===== src/rtl/ins_load_controller.sv =====
// Instruction loader: moves accepted RX UART bytes into the instruction register, strobes the
// memory load, issues to the datapath and waits for completion. Optional watchdog: INS_LOAD_CTRL_TIMEOUT_EN.
module ins_load_controller #(
    parameter logic [7:0]  HALT_OPCODE = 8'hFF,
    parameter int unsigned CNT_W       = 8
`ifdef INS_LOAD_CTRL_TIMEOUT_EN
    ,
    parameter int unsigned TO_CYCLES   = 255
`endif
) (
    input  logic             CLK,
    input  logic             RST,
    input  logic             Rx_Valid_in,
    input  logic [7:0]       Rx_Byte_in,
    input  logic             Exec_Done_in,
    input  logic             Resume_in,
    input  logic             Clr_Ovr_in,
    output logic [7:0]       Ins_Byte_out,
    output logic             Load_INS_en_out,
    output logic             Exec_Start_out,
    output logic             Busy_out,
    output logic             Halted_out,
    output logic             Overrun_out,
    output logic             Timeout_out,
    output logic [CNT_W-1:0] Instr_Count_out
);

    typedef enum logic [2:0] {
        ST_IDLE  = 3'd0,
        ST_LOAD  = 3'd1,
        ST_ISSUE = 3'd2,
        ST_WAIT  = 3'd3,
        ST_HALT  = 3'd4
    } state_t;

    state_t state_q, state_d;

    logic             is_halt_byte_c;
    logic             overrun_evt_c;
    logic             wd_expire_c;

    logic [7:0]       ins_byte_q, ins_byte_d;
    logic             load_q, load_d;
    logic             start_q, start_d;
    logic             busy_q, busy_d;
    logic             halted_q, halted_d;
    logic             ovr_q, ovr_d;
    logic             timeout_q, timeout_d;
    logic [CNT_W-1:0] cnt_q, cnt_d;

    assign is_halt_byte_c = (Rx_Byte_in == HALT_OPCODE);

    // Non-halt bytes arriving mid-sequence are dropped and flagged; HALT stays silent
    assign overrun_evt_c = Rx_Valid_in && !is_halt_byte_c &&
                           ((state_q == ST_LOAD) || (state_q == ST_ISSUE) || (state_q == ST_WAIT));

`ifdef INS_LOAD_CTRL_TIMEOUT_EN
    localparam int unsigned WD_W = (TO_CYCLES < 2) ? 1 : $clog2(TO_CYCLES + 1);

    logic [WD_W-1:0] wd_cnt_q, wd_cnt_d;

    // Counts completed WAIT cycles; held at zero outside WAIT so each entry starts fresh
    always_comb begin
        wd_cnt_d = '0;
        if (state_q == ST_WAIT) begin
            wd_cnt_d = wd_cnt_q + WD_W'(1);
        end
    end

    always_ff @(posedge CLK or negedge RST) begin
        if (!RST) begin
            wd_cnt_q <= '0;
        end else begin
            wd_cnt_q <= wd_cnt_d;
        end
    end

    assign wd_expire_c = (state_q == ST_WAIT) && !Exec_Done_in &&
                         (wd_cnt_q == WD_W'(TO_CYCLES - 1));
`else
    assign wd_expire_c = 1'b0;
`endif

    // State register
    always_ff @(posedge CLK or negedge RST) begin
        if (!RST) begin
            state_q <= ST_IDLE;
        end else begin
            state_q <= state_d;
        end
    end

    // Next-state logic
    always_comb begin
        state_d = state_q;
        unique case (state_q)
            ST_IDLE: begin
                if (Rx_Valid_in) begin
                    state_d = is_halt_byte_c ? ST_HALT : ST_LOAD;
                end
            end
            ST_LOAD:  state_d = ST_ISSUE;
            ST_ISSUE: state_d = ST_WAIT;
            ST_WAIT: begin
                if (Exec_Done_in || wd_expire_c) begin
                    state_d = ST_IDLE;
                end
            end
            ST_HALT: begin
                if (Resume_in) begin
                    state_d = ST_IDLE;
                end
            end
            default: state_d = ST_IDLE;
        endcase
    end

    // Output next values; strobes are decoded from the upcoming state so they land in-state
    always_comb begin
        ins_byte_d = ins_byte_q;
        load_d     = (state_d == ST_LOAD);
        start_d    = (state_d == ST_ISSUE);
        busy_d     = (state_d != ST_IDLE);
        halted_d   = (state_d == ST_HALT);
        cnt_d      = cnt_q;
        ovr_d      = ovr_q;
        timeout_d  = timeout_q;

        if ((state_q == ST_IDLE) && Rx_Valid_in && !is_halt_byte_c) begin
            ins_byte_d = Rx_Byte_in;
        end

        if ((state_q == ST_LOAD) && (state_d == ST_ISSUE)) begin
            cnt_d = cnt_q + CNT_W'(1);
        end

        if (overrun_evt_c) begin
            ovr_d = 1'b1;
        end else if (Clr_Ovr_in) begin
            ovr_d = 1'b0;
        end

`ifdef INS_LOAD_CTRL_TIMEOUT_EN
        if (wd_expire_c) begin
            timeout_d = 1'b1;
        end
`else
        timeout_d = 1'b0;
`endif
    end

    always_ff @(posedge CLK or negedge RST) begin
        if (!RST) begin
            ins_byte_q <= '0;
            load_q     <= 1'b0;
            start_q    <= 1'b0;
            busy_q     <= 1'b0;
            halted_q   <= 1'b0;
            ovr_q      <= 1'b0;
            timeout_q  <= 1'b0;
            cnt_q      <= '0;
        end else begin
            ins_byte_q <= ins_byte_d;
            load_q     <= load_d;
            start_q    <= start_d;
            busy_q     <= busy_d;
            halted_q   <= halted_d;
            ovr_q      <= ovr_d;
            timeout_q  <= timeout_d;
            cnt_q      <= cnt_d;
        end
    end

    assign Ins_Byte_out    = ins_byte_q;
    assign Load_INS_en_out = load_q;
    assign Exec_Start_out  = start_q;
    assign Busy_out        = busy_q;
    assign Halted_out      = halted_q;
    assign Overrun_out     = ovr_q;
    assign Timeout_out     = timeout_q;
    assign Instr_Count_out = cnt_q;

endmodule

===== config.mk =====
export PLATFORM = sky130hd
export DESIGN_NAME = ins_load_controller
export DESIGN_NICKNAME = d
export VERILOG_FILES = /design/src/rtl/ins_load_controller.sv
export SDC_FILE = /design/constraint.sdc
export NUM_CORES = 1
export LEC_CHECK = 0
export BUFFER_PORTS_ARGS = -buffer_cell sky130_fd_sc_hd__buf_2
export CELL_PAD_IN_SITES_DETAIL_PLACEMENT = 2
export CELL_PAD_IN_SITES_GLOBAL_PLACEMENT = 2
export CORE_ASPECT_RATIO = 1.5
export CORE_UTILIZATION = 31
export CTS_CLUSTER_DIAMETER = 60
export CTS_CLUSTER_SIZE = 40
export DETAILED_ROUTE_END_ITERATION = 10
export PLACE_DENSITY = 0.78
export SETUP_SLACK_MARGIN = 0.15
export SYNTH_ARGS = -nofsm -noshare
export SYNTH_HDL_FRONTEND = slang
export SYNTH_SLANG_ARGS = --single-unit

===== constraint.sdc =====
create_clock -name CLK -period 1.65 [get_ports CLK]
set_input_delay 0.33 -clock CLK [delete_from_list [all_inputs] [get_ports CLK]]
set_output_delay 0.33 -clock CLK [all_outputs]
set_load 0.1 [all_outputs]

==> impl_metrics.toml <==
[run_status]
status = "completed"

[sta]
setup_viol = 0
drv_slew = 0
finClkSkew_ns = 0.000961
period_minus_slack_ns = 1.48
finalHoldViolCount = 0
slew_headroom = 0.642
worstMarginPinSlew_ns = 0.538
rsz0062_at_grt = "yes"
hold_slack_ns = 0.0369
fin_crit_sh = 0.896
setup_tns_ns = 0
fmax_mhz = 677

[grt]
grt_max_degree = 25
antenna_found_initial = 0
grt_pass1_wl_um = 4220
grt_pass1_vias = 826
grt_overflow = 0
grt_usage = 0.159

[final_layout]
final_cells = 157
n_antenna_cell = 0
drive_above_1_share = 0.581
num-nets-final = 133
syn2layout_area_growth_pct = 30.5

[yosys]
ys_ff_latch = 24
ys_async_sr_fraction = 1.00
yosysTopAreaCellShare = 0.567
synth_edf_count = 0
ys.flop_type = "dfrtp_1"
synth_cells = 74
ys_seq_area_frac = 0.567
syn_area_per_cell_um2 = 14.3
yosysUniqueCellTypes = 28
synth.area.top_cells = "dfrtp_1, mux2_4, xnor2_1"
synth_area_um2 = 1060
syn_nets = 89
yosys_warnings = 0
synth_top_cell_by_area = "dfrtp_1"

[critical_path]
r2r-start = "state_q[0]$_DFF_PN0_"
path_delay_family = "flip-flops"
r2r-end = "Ins_Byte_out[0]$_DFFE_PN0P_"
ff2ff_setup_slack_ns = 0.17
required_ns = 1.80
criticalPathCategory = "reg2reg"
slowest_delay_ns = 0.47
crit_chain = "nor4b_4 -> buf_4 -> o21ai_4 -> mux2_4"
worstSetupEndpointType = "register"
reg2reg_depth = 4
cp_num_buf_inv = 1
cp_slowest_cell = "dfrtp_2"
crit_path_max_fanout = 6
crit_arrival_ns = 1.63
worstSetupStartpointType = "register"

[drt]
drc_errors = 0
avgViaCountPerCell = 4.83
ant_nets = 0
drtIter0Drc = 3
dr.pass1.iters = 2
num_vias = 758
drt-total-wl_um = 2700
wl_per_cell_um = 17.2

[flow_run]
maxCapViolCount = 0

[clocking]
cts_tree = "yes"
holdBufCountCts = 0
numCtsBuffers = 3
clockBufferDepth = 2
cts.sink_count = 24
clk_latency_ns = 0.26
clk_pin_slew_worst_paths_ns = 0.08
cts-root-buf = "clkbuf_8"
cts_htree_levels = 1

[die]
design.die.area_um2 = 3660
die_h_um = 73.6
start_util = 0.332
coreArea_um2 = 3190
die_w_um = 49.7
ios = 36
num_rows = 25

[min_path]
hp-class = "in2async"

[placed_design]
placedCellCount = 147
numPortBuffers = 34
gp_congestion = 0.790
hpwl_um = 1940
==> synthesized netlist by cell type, drive strengths merged, types with 2 or more instances <==
master   n
mux2     9
nand2    4
o21a     2
nand4    6
dfrtp   24
xnor2    6
inv      3
o21ai    3
and3     2
==> metal layers <==
metal,vias to the layer above,part of all wire,global-route usage
met5,-,0,0
met4,0,0.018,0.0857
met3,4,0.028,0.0104
met2,20,0.59,0.300
met1,385,0.36,0.174
li1,349,-,-
==> cells by family (layout without fill, tap and decap cells) <==
logic type / count (synthesis) / after routing / synth area share
other: 1 / 1 / 0.00354
xor gates and xnor gates: 7 / 7 / 0.0579
DFF: 24 / 24 / 0.567
AOI/OAI and AO/OA: 8 / 9 / 0.0603
buffers and inverters: 4 / 46 / 0.0177
and+or+nand+nor: 20 / 20 / 0.157
muxes: 9 / 9 / 0.124
adders and majority gates: 1 / 1 / 0.0118
==> layout by cell type, fill, tap and decap left out, drive strengths merged <==
cell type	netlist	final
nand3b	1	1
mux2	9	9
o21bai	1	1
xnor2	6	6
nand2	4	4
nor3	1	1
and3	2	2
ha	1	1
clkbuf	0	4
nand2b	1	1
nor3b	1	1
a31oi	1	1
nand4	6	6
nor2	1	1
o32ai	1	1
xor2	1	1
buf	1	39
o21a	2	2
conb	1	1
inv	3	3
or4b	1	1
dfrtp	24	24
nor4b	1	1
o21ai	3	4
nor2b	1	1
==> how the worst max path moves through the flow <==
stage	start	to	slack [ns]	depth (start not counted)
floorplan	Instr_Count_out[6]$_DFFE_PN0P_	Instr_Count_out[7]$_DFFE_PN0P_	0.19	2
global route	state_q[0]$_DFF_PN0_	Ins_Byte_out[0]$_DFFE_PN0P_	0.14	4
CTS	state_q[0]$_DFF_PN0_	Ins_Byte_out[0]$_DFFE_PN0P_	0.14	4
global placement	Rx_Byte_in[6]	Ins_Byte_out[0]$_DFFE_PN0P_	0.15	4
detailed placement	Rx_Byte_in[6]	Ins_Byte_out[0]$_DFFE_PN0P_	0.10	4
finish	state_q[0]$_DFF_PN0_	Ins_Byte_out[0]$_DFFE_PN0P_	0.17	4
==> through the flow <==
| stage | cell area (um^2) | utilization | setup slack (ns) |
|---|---|---|---|
| after floorplan | 1070 | - | 0.194 |
| after global placement | 1280 | 0.401 | 0.151 |
| after detailed placement | 1280 | 0.401 | 0.103 |
| after CTS | 1370 | 0.428 | 0.145 |
| after global routing | 1380 | 0.433 | 0.138 |
| final | 1380 | 0.433 | 0.172 |
==> repair_timing <==
action	in CTS	in global routing
gates cloned	1	0
pin swaps	2	1
setup buffers	4	1
setup endpoints to repair	10	14
resized for setup	2	2
==> area by class of cell <==
type / count / area [um^2]
Inverter: 3 / 11.3
Fill cell: 344 / 1810
Clock buffer: 4 / 45.0
Timing Repair Buffer: 39 / 208
Tap cell: 40 / 50.0
Multi-Input combinational cell: 47 / 455
Sequential cell: 24 / 612
==> registers in the layout, summed over array words and instances (netlist names) <==
| register | cells |
|---|---|
| Load_INS_en_out | 1 |
| state_q | 3 |
| Halted_out | 1 |
| Instr_Count_out | 8 |
| Overrun_out | 1 |
| Busy_out | 1 |
| Exec_Start_out | 1 |
| Ins_Byte_out | 8 |
Power is not shown: default switching activity piles up to over one toggle a cycle in this logic, so the estimate is an artifact.
